## src/rtl/lv1_delay_multi.sv

```systemverilog
// lv1_delay_multi: per-channel first-lv1 delay meter on a shared live-window tick counter.
// Define LV1_DELAY_CNT_EN to add per-channel lv1 rising-edge counters on output lv1_cnt.
module lv1_delay_multi #(
  parameter int NCH     = 4,
  parameter int CNT_W   = 10,
  parameter int CNT_MAX = 1022
) (
  input  logic                 clk,
  input  logic                 rst,
  input  logic                 live,
  input  logic                 ena_delta,
  input  logic [NCH-1:0]       lv1,
  output logic [NCH*CNT_W-1:0] delay,
  output logic [NCH-1:0]       valid,
  output logic [NCH-1:0]       sat,
  output logic                 all_done,
  output logic [1:0]           state
`ifdef LV1_DELAY_CNT_EN
  ,
  output logic [NCH*16-1:0]    lv1_cnt
`endif
);

  typedef enum logic [1:0] {
    S_IDLE  = 2'd0,
    S_ARMED = 2'd1,
    S_DONE  = 2'd2
  } state_e;

  localparam logic [CNT_W-1:0] CMAX = CNT_W'(CNT_MAX);

  state_e               state_q, state_d;
  logic [CNT_W-1:0]     cnt_q, cnt_d;
  logic                 pre_live_q, pre_live_d;
  logic [NCH*CNT_W-1:0] delay_q, delay_d;
  logic [NCH-1:0]       valid_q, valid_d;
  logic [NCH-1:0]       sat_q, sat_d;
  logic                 all_done_q, all_done_d;

  logic                 live_rise;
  logic [NCH-1:0]       valid_base;
  logic [NCH-1:0]       cap;
  logic [CNT_W-1:0]     cap_val;
  logic                 all_now;

  // Live edge detect and per-channel capture qualification
  always_comb begin
    live_rise  = live & ~pre_live_q;
    pre_live_d = live;
    // a rising live clears old results, so a same-cycle lv1 sees an empty slot
    valid_base = live_rise ? '0 : valid_q;
    cap        = live ? (lv1 & ~valid_base) : '0;
    cap_val    = live_rise ? '0 : cnt_q;
  end

  // Capture registers: clear on re-arm, latch pre-increment count
  always_comb begin
    valid_d = valid_base | cap;
    sat_d   = live_rise ? '0 : sat_q;
    delay_d = live_rise ? '0 : delay_q;
    for (int i = 0; i < NCH; i++) begin
      if (cap[i]) begin
        delay_d[i*CNT_W +: CNT_W] = cap_val;
        sat_d[i]                  = (cap_val == CMAX);
      end
    end
    all_now = &valid_d;
  end

  // Spill-state FSM next state and all-captured pulse
  always_comb begin
    state_d    = state_q;
    all_done_d = 1'b0;
    if (!live) begin
      state_d = S_IDLE;
    end else if (live_rise) begin
      state_d    = all_now ? S_DONE : S_ARMED;
      all_done_d = all_now;
    end else if (state_q == S_ARMED && all_now) begin
      state_d    = S_DONE;
      all_done_d = 1'b1;
    end
  end

  // Saturating tick counter, frozen once every channel has captured
  always_comb begin
    cnt_d = cnt_q;
    if (!live || live_rise) begin
      cnt_d = '0;
    end else if (state_q == S_ARMED && !all_now &&
                 ena_delta && cnt_q < CMAX) begin
      cnt_d = cnt_q + 1'b1;
    end
  end

  // State registers
  always_ff @(posedge clk) begin
    if (rst) begin
      state_q    <= S_IDLE;
      cnt_q      <= '0;
      pre_live_q <= 1'b0;
      delay_q    <= '0;
      valid_q    <= '0;
      sat_q      <= '0;
      all_done_q <= 1'b0;
    end else begin
      state_q    <= state_d;
      cnt_q      <= cnt_d;
      pre_live_q <= pre_live_d;
      delay_q    <= delay_d;
      valid_q    <= valid_d;
      sat_q      <= sat_d;
      all_done_q <= all_done_d;
    end
  end

  assign delay    = delay_q;
  assign valid    = valid_q;
  assign sat      = sat_q;
  assign all_done = all_done_q;
  assign state    = state_q;

`ifdef LV1_DELAY_CNT_EN
  logic [NCH-1:0]    lv1_d_q;
  logic [NCH-1:0]    lv1_rise;
  logic [NCH*16-1:0] lv1_cnt_q, lv1_cnt_d;

  // Per-channel lv1 rising-edge counters within the live window
  always_comb begin
    lv1_rise  = lv1 & ~lv1_d_q;
    lv1_cnt_d = live_rise ? '0 : lv1_cnt_q;
    for (int i = 0; i < NCH; i++) begin
      if (live && lv1_rise[i] &&
          lv1_cnt_d[i*16 +: 16] != 16'hFFFF) begin
        lv1_cnt_d[i*16 +: 16] = lv1_cnt_d[i*16 +: 16] + 16'd1;
      end
    end
  end

  // Edge-count registers
  always_ff @(posedge clk) begin
    if (rst) begin
      lv1_d_q   <= '0;
      lv1_cnt_q <= '0;
    end else begin
      lv1_d_q   <= lv1;
      lv1_cnt_q <= lv1_cnt_d;
    end
  end

  assign lv1_cnt = lv1_cnt_q;
`endif

endmodule
```

## config.mk

```make
export PLATFORM = sky130hd
export DESIGN_NAME = lv1_delay_multi
export DESIGN_NICKNAME = d
export VERILOG_FILES = /design/src/rtl/lv1_delay_multi.sv
export SDC_FILE = /design/constraint.sdc
export NUM_CORES = 1
export LEC_CHECK = 0
export ABC_AREA = 1
export ABC_CLOCK_PERIOD_IN_PS = 1700
export BUFFER_PORTS_ARGS = -buffer_cell sky130_fd_sc_hd__buf_2
export CORE_MARGIN = 2
export CORE_UTILIZATION = 53
export CTS_BUF_LIST = sky130_fd_sc_hd__clkbuf_16
export CTS_CLUSTER_SIZE = 20
export DETAILED_ROUTE_END_ITERATION = 10
export GPL_TIMING_DRIVEN = 0
export PLACE_DENSITY_LB_ADDON = 0.1
export REMOVE_ABC_BUFFERS = 1
export SYNTH_ARGS = -nofsm -noshare
export SYNTH_HDL_FRONTEND = slang
export SYNTH_SLANG_ARGS = --single-unit
```

## constraint.sdc

```tcl
create_clock -name clk -period 1.7 [get_ports clk]
set_input_delay 0.34 -clock clk [delete_from_list [all_inputs] [get_ports clk]]
set_output_delay 0.34 -clock clk [all_outputs]
set_load 0.02 [all_outputs]
```

==> qor.yml <==
synth:
  synth_most_common_cell: "nand2_1"
  synthTopCellsByArea: "dfxtp_1, nand2_1, a21oi_1"
  yosysWarnings: 0
  yosys.cell_types.count: 22
  yosysTopAreaCell: "dfxtp_1"
  syn_area_per_cell_um2: 7.29
  synth-edff-count: 0
  syn_area_um2: 2510
  synthFlopType: "dfxtp_1"
  synthesis.instances: 345
  ys_async_sr_fraction_pct: 0
  ys_top_cells_by_count: "nand2_1, a21oi_1, dfxtp_1"
  synth_top_area_share_pct: 49.4
  yosys_register_bits: 62
  yosysSeqAreaShare_pct: 49.4
floorplanning:
  die_area_um2: 5310
  die_w_um: 72.9
  ios: 59
  rows: 25
  start_util_pct: 53.9
  core_um2: 4660
  die_y_um: 72.9
sta:
  hold_viol_final: 0
  setup_violations: 0
  fin_crit_ns: 1.66
  fmax_mhz: 601
  tightestPinTransition_ns: 0.856
  whs_ns: 0.304
  fin_ws_ns: 0.0367
  slew_headroom_pct: 43.0
  report.final.slew_viol_count: 0
  skew_ns: 0.00463
  min_period_over_period_pct: 97.8
placement:
  place_area_um2: 2760
  place_inst: 440
  dp_hpwl_mm: 4.10
  io_buffers: 58
  place.gp.congestion: 0.890
  place_ws_ns: -0.598
cts:
  clk_path_buf_depth: 2
  root_buffer: "clkbuf_16"
  cts_tree: "yes"
  htreeDepth: 3
  clock_sinks: 62
  cts.clk_slew.worst_paths_ns: 0.05
  clk_latency_ns: 0.33
  cts_buffers: 9
global_route:
  grt_max_degree: 50
  grt_overflow: 0
  grt_usage_pct: 25.0
  grt_pass1_wl_mm: 9.96
  antenna_found_initial: 0
  grt_pass1_vias: 2102
run_status:
  outcome: "finished, final reports clean"
pwr:
  power_density_nw_per_um2: 1090
  p_leak_uw: 0.00134
  ir_drop_mv: 0.641
drt:
  final_antenna_net_count: 0
  finalWirelength_mm: 6.44
  num_vias: 2449
  detail_route.first_pass.iterations: 4
  drc: 0
  dr.first_iter.drc_count: 191
  avgRoutedWirePerCell_um: 13.9
  vias_per_cell: 5.30
worst_setup_path:
  cp_slowest_stage_delay_ns: 0.67
  slowest_stage: "nor4_1"
  startpoint_type: "register"
  cp_max_fo: 5
  critPathRequiredTime_ns: 1.95
  end_kind: "register"
  path_cells: "nand2_1 -> nor4_1 -> nand3_1 -> a21oi_1"
  crit_arrival_ns: 1.91
  timing_worst_setup_path_type: "register to register"
cells_and_area:
  syn_to_final_growth_pct: 28.8
  antennaDiodeCount: 0
  fin_nets: 413
  drive_gt1_share_pct: 24.8
  instances_no_fill: 462
  design_area_um2: 3240
  utilization_pct: 69.4
hold_path:
  hold_path_class: "primary input to register"
job:
  cap_violations: 0
-- cells in the final DEF, fill, tap and decap left out, types with 5 or more instances in the layout --
cell,synthesis,layout
inv_1,21,20
nor2_2,1,9
a21oi_1,64,59
nand2_1,123,123
nand3_1,18,18
xor2_1,5,5
clkbuf_16,0,9
buf_4,4,6
buf_2,4,58
dfxtp_1,62,62
nor2_1,21,9
-- worst paths after layout --
| path | cells after the start | slack, ns | startpoint | endpoint |
|---|---|---|---|---|
| setup / recovery | 4 | 0.04 | cnt_q[6]$_SDFFE_PP0P_ | sat[3]$_SDFFE_PP0P_ |
| hold / removal | 3 | 0.30 | live | pre_live_q$_SDFF_PP0_ |
| setup reg to reg | 4 | 0.04 | cnt_q[6]$_SDFFE_PP0P_ | sat[3]$_SDFFE_PP0P_ |
| hold reg to reg | 2 | 0.45 | delay[39]$_SDFFE_PP0P_ | delay[39]$_SDFFE_PP0P_ |
-- registers in the layout, summed over array words and instances, names as in the netlist --
signal	count
cnt_q	10
sat	4
pre_live_q	1
state	2
all_done	1
delay	40
valid	4
-- worst max-delay path, delay by kind of cell (launching register included) --
kind / cells / cell delay, ns
flops: 1 / 0.42
simple gates: 3 / 1.02
compound gates: 1 / 0.15
-- per-layer routing --
layer	global-route usage [%]	up-vias	wire length, um
li1	-	1225	-
met1	33.3	1139	2970
met2	38.1	73	2990
met3	4.70	12	340
met4	13.8	0	140
met5	0	-	0
-- what timing repair did --
action	CTS	global route
hold buffers	0	0
pin swaps	0	1
setup buffers	0	7
setup endpoints to repair	53	53
gates resized for setup	6	21
-- layout make-up --
| cell class | count | area (um2) |
|---|---|---|
| Clock inverter | 6 | 77.6 |
| Timing Repair Buffer | 65 | 355 |
| Multi-Input combinational cell | 243 | 1180 |
| Sequential cell | 62 | 1240 |
| Inverter | 23 | 90.1 |
| Clock buffer | 9 | 225 |
| Fill cell | 396 | 1420 |
| Tap cell | 54 | 67.6 |
-- metrics by stage --
| stage | power (uW) | TNS, ns |
|---|---|---|
| after floorplan | 1580 | 0 |
| after global placement | 1640 | -24.62 |
| after detailed placement | 1650 | -24.87 |
| after CTS | 3500 | -3.13 |
| after global routing | 3620 | -0.0572 |
| final | 3540 | 0 |
-- logic make-up after synthesis --
| family | synth area share, % |
|---|---|
| AOI/OAI and AO/OA | 13.1 |
| xor gates and xnor gates | 1.74 |
| adders and majority gates | 0.498 |
| buffers and inverters | 7.81 |
| DFF | 49.4 |
| and+or+nand+nor | 27.4 |
-- where the power goes --
part | switching, uW | total, uW | internal (uW)
Combinational | 134 | 190 | 55.9
Sequential | 8.89 | 1470 | 1460
Clock | 620 | 1880 | 1260
Power figures use the tool's default switching activity.
